$ cat src/rtl/wb_lfsr_pkg.sv
// Register map, control/status bit positions and mode encoding
// shared by the Wishbone LFSR generator and its core.
package wb_lfsr_pkg;

  localparam int REG_CTRL   = 0;
  localparam int REG_STATUS = 1;
  localparam int REG_STEP   = 2;
  localparam int TAPS_BASE  = 4;

  localparam int CTRL_RUN  = 0;
  localparam int CTRL_SOR  = 1;
  localparam int CTRL_MODE = 2;
  localparam int CTRL_LOAD = 7;

  localparam int STAT_ZERO = 0;
  localparam int STAT_BUSY = 1;

  // Steps queued by a step-on-read access of STATE byte 0.
  localparam int SOR_STEPS = 8;

  typedef enum logic {
    MODE_GALOIS = 1'b0,
    MODE_FIB    = 1'b1
  } lfsr_mode_t;

  function automatic int seed_base(input int nb);
    return TAPS_BASE + nb;
  endfunction

  function automatic int state_base(input int nb);
    return TAPS_BASE + 2 * nb;
  endfunction

endpackage

$ cat src/rtl/wb_lfsr_gen_core.sv
// LFSR state register with Galois/Fibonacci next-state logic.
// Load has priority over advance; an all-zero state stays locked.
module lfsr_core
  import wb_lfsr_pkg::*;
#(
  parameter int                LFSR_W    = 16,
  parameter logic [LFSR_W-1:0] RESET_VAL = 16'h0001
) (
  input  logic              clk,
  input  logic              rst,
  input  logic              mode,
  input  logic [LFSR_W-1:0] taps,
  input  logic              advance,
  input  logic              load,
  input  logic [LFSR_W-1:0] load_val,
  output logic [LFSR_W-1:0] state
);

  function automatic logic [LFSR_W-1:0] next_state(
    input logic [LFSR_W-1:0] s,
    input logic [LFSR_W-1:0] t,
    input logic              m
  );
    if (lfsr_mode_t'(m) == MODE_FIB)
      return {s[LFSR_W-2:0], ^(s & t)};
    else
      return (s >> 1) ^ (s[0] ? t : '0);
  endfunction

  always_ff @(posedge clk or posedge rst) begin
    if (rst)
      state <= RESET_VAL;
    else if (load)
      state <= load_val;
    else if (advance)
      state <= next_state(state, taps, mode);
  end

endmodule

$ cat src/rtl/wb_lfsr_gen.sv
// Wishbone slave wrapping a programmable LFSR: register decode, step counter, ack.
// Stalls the bus while a counted step burst is in progress.
module wb_lfsr_gen
  import wb_lfsr_pkg::*;
#(
  parameter int                LFSR_W       = 16,
  parameter int                DW           = 8,
  parameter int                AW           = 4,
  parameter logic [LFSR_W-1:0] DEFAULT_TAPS = 16'hB400,
  parameter logic [LFSR_W-1:0] DEFAULT_SEED = 16'h0001
) (
  input  logic          i_clk,
  input  logic          i_reset,
  input  logic          i_wb_cyc,
  input  logic          i_wb_stb,
  input  logic          i_wb_we,
  input  logic [AW-1:0] i_wb_addr,
  input  logic [DW-1:0] i_wb_data,
  output logic          o_wb_stall,
  output logic          o_wb_ack,
  output logic [DW-1:0] o_wb_data,
  output logic          o_bit
);

  localparam int NB         = LFSR_W / 8;
  localparam int SEED_BASE  = seed_base(NB);
  localparam int STATE_BASE = state_base(NB);

  logic [2:0]        ctrl;
  logic [LFSR_W-1:0] taps;
  logic [LFSR_W-1:0] seed;
  logic [LFSR_W-1:0] state;
  logic [DW-1:0]     step_cnt;
  logic [DW-1:0]     rd_data;
  logic              busy;
  logic              accept;
  logic              wr;
  logic              rd;
  logic              load;
  logic              sor_hit;
  logic              advance;
  int                addr;

  always_comb begin
    addr    = int'(i_wb_addr);
    busy    = (step_cnt != '0);
    accept  = i_wb_cyc & i_wb_stb & ~busy;
    wr      = accept & i_wb_we;
    rd      = accept & ~i_wb_we;
    load    = wr && (addr == REG_CTRL) && i_wb_data[CTRL_LOAD];
    sor_hit = rd && (addr == STATE_BASE) && ctrl[CTRL_SOR];
    // RUN and a pending count share one step per cycle.
    advance = ctrl[CTRL_RUN] | busy;
  end

  assign o_wb_stall = busy;
  assign o_bit      = state[0];

  always_comb begin
    rd_data = '0;
    if (addr == REG_CTRL) begin
      rd_data[2:0] = ctrl;
    end else if (addr == REG_STATUS) begin
      rd_data[STAT_ZERO] = (state == '0);
      rd_data[STAT_BUSY] = busy;
    end
    for (int k = 0; k < NB; k++) begin
      if (addr == TAPS_BASE + k)  rd_data = taps[8*k +: 8];
      if (addr == SEED_BASE + k)  rd_data = seed[8*k +: 8];
      if (addr == STATE_BASE + k) rd_data = state[8*k +: 8];
    end
  end

  always_ff @(posedge i_clk or posedge i_reset) begin
    if (i_reset) begin
      ctrl      <= '0;
      taps      <= DEFAULT_TAPS;
      seed      <= DEFAULT_SEED;
      step_cnt  <= '0;
      o_wb_ack  <= 1'b0;
      o_wb_data <= '0;
    end else begin
      o_wb_ack <= accept;
      if (rd)
        o_wb_data <= rd_data;
      if (wr && addr == REG_CTRL)
        ctrl <= i_wb_data[2:0];
      for (int k = 0; k < NB; k++) begin
        if (wr && addr == TAPS_BASE + k) taps[8*k +: 8] <= i_wb_data[7:0];
        if (wr && addr == SEED_BASE + k) seed[8*k +: 8] <= i_wb_data[7:0];
      end
      if (wr && addr == REG_STEP)
        step_cnt <= i_wb_data;
      else if (sor_hit)
        step_cnt <= DW'(SOR_STEPS);
      else if (busy)
        step_cnt <= step_cnt - 1'b1;
    end
  end

  lfsr_core #(
    .LFSR_W    (LFSR_W),
    .RESET_VAL (DEFAULT_SEED)
  ) u_core (
    .clk      (i_clk),
    .rst      (i_reset),
    .mode     (ctrl[CTRL_MODE]),
    .taps     (taps),
    .advance  (advance),
    .load     (load),
    .load_val (seed),
    .state    (state)
  );

endmodule

$ cat config.mk
export PLATFORM = sky130hd
export DESIGN_NAME = wb_lfsr_gen
export DESIGN_NICKNAME = d
export VERILOG_FILES = /design/src/rtl/wb_lfsr_pkg.sv /design/src/rtl/wb_lfsr_gen_core.sv /design/src/rtl/wb_lfsr_gen.sv
export SDC_FILE = /design/constraint.sdc
export NUM_CORES = 1
export LEC_CHECK = 0
export ABC_AREA = 1
export BUFFER_PORTS_ARGS = -buffer_cell sky130_fd_sc_hd__buf_2
export CORE_MARGIN = 2
export CORE_UTILIZATION = 61
export DETAILED_ROUTE_END_ITERATION = 8
export HOLD_SLACK_MARGIN = 0.1
export PLACE_DENSITY_LB_ADDON = 0.1
export SLEW_MARGIN = 25
export SYNTH_ARGS = -nofsm -noshare
export SYNTH_HDL_FRONTEND = slang
export SYNTH_SLANG_ARGS = --single-unit
$ cat constraint.sdc
create_clock -name i_clk -period 2.3 [get_ports i_clk]
set_input_delay 0.115 -clock i_clk [delete_from_list [all_inputs] [get_ports i_clk]]
set_output_delay 0.115 -clock i_clk [all_outputs]
set_load 0.005 [all_outputs]
# After elaboration in Yosys (flattened, before gate mapping)
# Index checks and enable logic that the tools add are counted.
# totals
out_inout_bits	11
word_cells	60
regBits	68
# classes
bitwise_logic	9
n_addsub	1
n_eq_ne	8
n_reduce_logical	17
mux	16
# op_table
cell	count
$mux W8	9
$mux W16	4
$logic_not A32 Y1	1
$eq A4 B4 Y1 const B	6
$and A16 B16 Y16	1
$logic_not A16 Y1	1
$reduce_xor A16 Y1	1
$xor A15 B16 Y16	1
$logic_and A1 B1 Y1	10
$reduce_bool A8 Y1	1
$sub A8 B1 Y8 const B	1
$and A1 B1 Y1	4
$eq A4 B2 Y1 const B	1
$eq A4 B3 Y1 const B	1
$logic_not A4 Y1	1
$mux W2	2
$reduce_bool A3 Y1	1
$not A1 Y1	2
$reduce_bool A2 Y1	1
$mux W1	1
$or A1 B1 Y1	1

# Longest topological paths before layout
# depth
ltp_word	9
ltp_mapped	13
mapped_depth_nobuf	12

# Modules after synthesis
# From an unflattened synthesis, not the netlist that was laid out.
# hier_totals
hier_cells	615
hier_area_um2	4453.0
# by_module_without_submodules
mod	area_per_inst_um2	cells_per_inst	n_inst
wb_lfsr_gen	2890.3	350	1
lfsr_core	1562.7	265	1

# Worst setup path before layout
# No wires, ideal clock.
# synth_path
path_kind	register -> register
startpoint	register step_cnt[0]
endpoint	register u_core.state[2]
period_less_slack_ns	1.759
path_slack_ns	0.541
arrival_ns	1.640
path_stages_with_launch	12
required_time_ns	2.181
setup_time_ns	0.119
path_cell_list	dfrtp_1 inv_1 ha_1 nand2_2 nor2_8 inv_4 or2_4 nor2_8 inv_4 buf_6 nand2_1 o21ai_2
# synth_between
elab_chain_len	7
elab_cells_between_ends	9
# synth_lines
element	line	text
start: declaration	wb_lfsr_gen.sv:33	logic [DW-1:0] step_cnt;
start signal: assignment	wb_lfsr_gen.sv:93	step_cnt <= i_wb_data;
start signal: assignment	wb_lfsr_gen.sv:95	step_cnt <= DW'(SOR_STEPS);
start signal: assignment	wb_lfsr_gen.sv:97	step_cnt <= step_cnt - 1'b1;
$reduce_bool A8 Y1 *	wb_lfsr_gen.sv:46	busy = (step_cnt != '0);
net o_wb_stall	wb_lfsr_gen.sv:19	output logic o_wb_stall,
$not A1 Y1	wb_lfsr_gen.sv:47	accept = i_wb_cyc & i_wb_stb & ~busy;
$and A1 B1 Y1	wb_lfsr_gen.sv:47	
$and A1 B1 Y1	wb_lfsr_gen.sv:48	wr = accept & i_wb_we;
$logic_and A1 B1 Y1 (2 in series)	wb_lfsr_gen.sv:50	load = wr && (addr == REG_CTRL) && i_wb_data[CTRL_LOAD];
$mux W16 or $reduce_bool A2 Y1 (tied branches)	n/a	
end signal: assignment	wb_lfsr_gen_core.sv:34	state <= load_val;
end signal: assignment	wb_lfsr_gen_core.sv:36	state <= next_state(state, taps, mode);
end: declaration	wb_lfsr_gen_core.sv:16	output logic [LFSR_W-1:0] state
# Mark *: on every way through the listed nets, which the timed path passes. The rest lies on a longest branch.
# A chain may end at the register's enable or synchronous reset.

# Worst setup path in the final report
# layout_path
startpoint	register step_cnt[0]
endpoint	register u_core.state[8]
# layout_between
elab_chain_len	7
elab_cells_between_ends	9
# layout_lines
element	line
$reduce_bool A8 Y1 *	wb_lfsr_gen.sv:46
$not A1 Y1	wb_lfsr_gen.sv:47
$and A1 B1 Y1	wb_lfsr_gen.sv:47
$and A1 B1 Y1	wb_lfsr_gen.sv:48
$logic_and A1 B1 Y1 (2 in series)	wb_lfsr_gen.sv:50
$mux W16 or $reduce_bool A2 Y1 (tied branches)	n/a
# Mark *: on every way between the ends. The rest lies on a longest branch, timed or not.

==> impl_metrics.yaml <==
global_routing:
  grt_max_degree: 42
  grt_pass1_vias: 3816
  antenna_found_initial: 0
  grt_pass1_wl_microns: 19130
  overflow: 0
  grtUsageTotal: 0.3272
cells_and_area:
  multi_input_area_sq_um: 2248
  fin_nets: 677
  fin_util: 0.7112
  area_growth_pct: 12.00
  drive_above_1_share: 0.1523
  n_antenna_cell: 0
  register_area_sq_um: 1709
  nFillCells: 610
sta:
  fmax_ghz: 0.4910
  fin_worst_skew_ns: 0.01483
  timing.hold.ws_ns: 0.1088
  finalCritPeriodShare: 0.8855
  layout_setup_ws_ns: 0.2634
  setup_viol: 0
  rsz0062_at_grt: "false"
  slew_headroom: 0.5475
  hold_viol: 0
  setup_tns_ns: 0
  period_needed_ns: 2.037
  drv_slew: 0
  worst_slew_pin_slew_ns: 0.6787
flow_run:
  cap_violations: 0
synthesis:
  async_flop_share: 1.000
  synth_area_leaders: "dfrtp_1 (36%), nand2_1 (21%), o21ai_0 (7.0%)"
  yosysMostFrequentCell: "nand2_1"
  syn_avg_cell_area_sq_um: 7.031
  synth_edf_count: 0
  synth_cell_types: 38
  syn_inst: 617
  synth-seq-cells: 68
  yosys_most_used_dff: "dfrtp_1"
  synthTopCellsByCount: "nand2_1 (243), inv_1 (67), dfrtp_1 (62), o21ai_0 (61), a21oi_1 (31)"
  yosysWarnings: 0
  seq_area_frac_synth: 0.3940
  syn_area_sq_um: 4338
  synth_top_cell_by_area: "dfrtp_1"
  synth_fp_nets: 636
  synth.top_cell.area_share: 0.3577
route:
  postRouteAntennaNets: 0
  wirelength_microns: 11800
  viasPerCell: 5.599
  routedWlPerCell_microns: 15.55
  drt_first_pass_iters: 5
  dr.first_iter.drc_count: 429
  num_vias: 4250
  drc_errors: 0
cts:
  cts_tree: "done"
  clk_pin_slew_ns: 0.07
  cts_made_buffers: 9
  htreeDepth: 3
  insertion_delay_ns: 0.36
  cts_resized: 0
  clkSinkCount: 68
  cts_buffer_depth: 2
  cts-root-buf: "clkbuf_8"
setup_path:
  r2r_cells: 11
  crit_path_end_kind: "flip-flop"
  required_ns: 2.58
  critical_path_arrival_ns: 2.32
  criticalPathCategory: "flip-flop to flip-flop"
  cp-start-kind: "flip-flop"
  critPathMaxFanout: 17
pwr:
  internal_power_mw: 1.739
  worst_ir_drop_vdd_v: 0.0003420
  p_seq_frac: 0.524
  pwr-share-comb: 0.052
  power.share.clock: 0.424
  netSwitchingFraction: 0.2424
  leakagePower_nw: 2.435
  cellPowerDensity_nw_per_um2: 472.4
  power_switching_mw: 0.5564
die:
  rows: 30
  chipWidth_microns: 88.33
  core_sq_um: 6832
  die_area_sq_um: 7802
  start_util: 0.6350
  io_pins: 28
  die_h_microns: 88.33
placement:
  portBuffers: 27
  dp_hpwl_microns: 8788
  place_ws_ns: 0.2707
  place_congestion: 0.9843
hold_path:
  hold_class: "input port to flip-flop"
  hold_depth: 5
run_status:
  run_status: "completed"
==> through the flow <==
stage	cells	area, sq um	power, mW
final	759	4858	2.295
after global routing	759	4858	2.360
after CTS	759	4858	2.301
after detailed placement	736	4596	1.337
after global placement	736	4596	1.335
after floorplan	617	4338	1.279
==> final timing paths <==
check / from / end / slack (ns)
min in group asynchronous: i_reset / taps[4]$_DFFE_PP0P_ / 0.38
worst min-delay path: i_wb_data[0] / step_cnt[0]$_DFFE_PP0P_ / 0.11
worst min register to register: o_wb_data[2]$_DFFE_PP0P_ / o_wb_data[2]$_DFFE_PP0P_ / 0.50
max in group asynchronous: i_reset / taps[15]$_DFFE_PP1P_ / 1.22
worst max register to register: step_cnt[0]$_DFFE_PP0P_ / u_core.state[8]$_DFFE_PP0P_ / 0.26
worst max-delay path: step_cnt[0]$_DFFE_PP0P_ / u_core.state[8]$_DFFE_PP0P_ / 0.26
==> kinds of logic after synthesis <==
| logic type | count (synthesis) | share of synthesized area |
|---|---|---|
| and+or+nand+nor | 311 | 0.3202 |
| AOI/OAI and AO/OA | 140 | 0.1803 |
| buffers and inverters | 90 | 0.08768 |
| DFF | 68 | 0.3940 |
| xor gates and xnor gates | 6 | 0.01211 |
| adders and majority gates | 2 | 0.005768 |
==> final cells by class <==
cell class                      count  area share
Clock inverter                      6     0.01339
Clock buffer                       10     0.02627
Multi-Input combinational cell    459      0.4628
Sequential cell                    68      0.3518
Tap cell                           96     0.02472
Inverter                           76     0.06078
Timing Repair Buffer               44     0.06026
==> state kept, by name, summed over array words and instances (netlist names) <==
name / cells
u_core.state: 16
o_wb_data: 8
taps: 16
o_wb_ack: 1
step_cnt: 8
seed: 16
ctrl: 3
==> routing by layer <==
layer	GRT usage	vias to the layer above	wire, microns
li1	-	2075	-
met1	0.4424	1942	4895
met2	0.5099	203	5494
met3	0.07369	30	1077
met4	0.1391	0	335
met5	0	-	0
==> worst max-delay path, cell delays in order (launching register included) <==
cell     delay, ns
dfrtp_1       0.39
inv_1         0.10
ha_1          0.16
nand2_2       0.09
nor2_8        0.20
nand4_4       0.18
nor2_8        0.29
buf_4         0.25
nand2_1       0.08
o21ai_0       0.08
nand2_1       0.09
o21ai_2       0.07
==> power groups by stage <==
| stage | sequential [mW] | clock (mW) | combinational (mW) |
|---|---|---|---|
| 6_report | 1.20 | 0.973 | 0.119 |
| 3_3_place_gp | 1.23 | 0 | 0.109 |
| 5_1_grt | 1.20 | 1.02 | 0.132 |
| 2_1_floorplan | 1.23 | 0 | 0.0528 |
| 3_5_place_dp | 1.23 | 0 | 0.111 |
| 4_1_cts | 1.20 | 0.978 | 0.120 |
==> layout by cell type, fill, tap and decap left out, types with 7 or more instances in the layout <==
cell / synthesis / final
nand4_1: 12 / 12
dfrtp_1: 62 / 62
o21ai_2: 14 / 14
nand3_1: 10 / 10
nand2_1: 243 / 243
buf_2: 5 / 27
inv_1: 67 / 66
clkbuf_8: 0 / 9
buf_4: 1 / 9
a21oi_1: 31 / 31
o21ai_0: 61 / 61
o21ai_1: 26 / 26
dlygate4sd3_1: 0 / 7
nor2_1: 23 / 23
==> timing repair <==
item                                   4_1_cts  5_1_grt
hold buffers                                 7        0
endpoints found under the hold margin       29        0
buffers inserted                             0        0
Note: power is estimated with default switching activity, not from simulation.
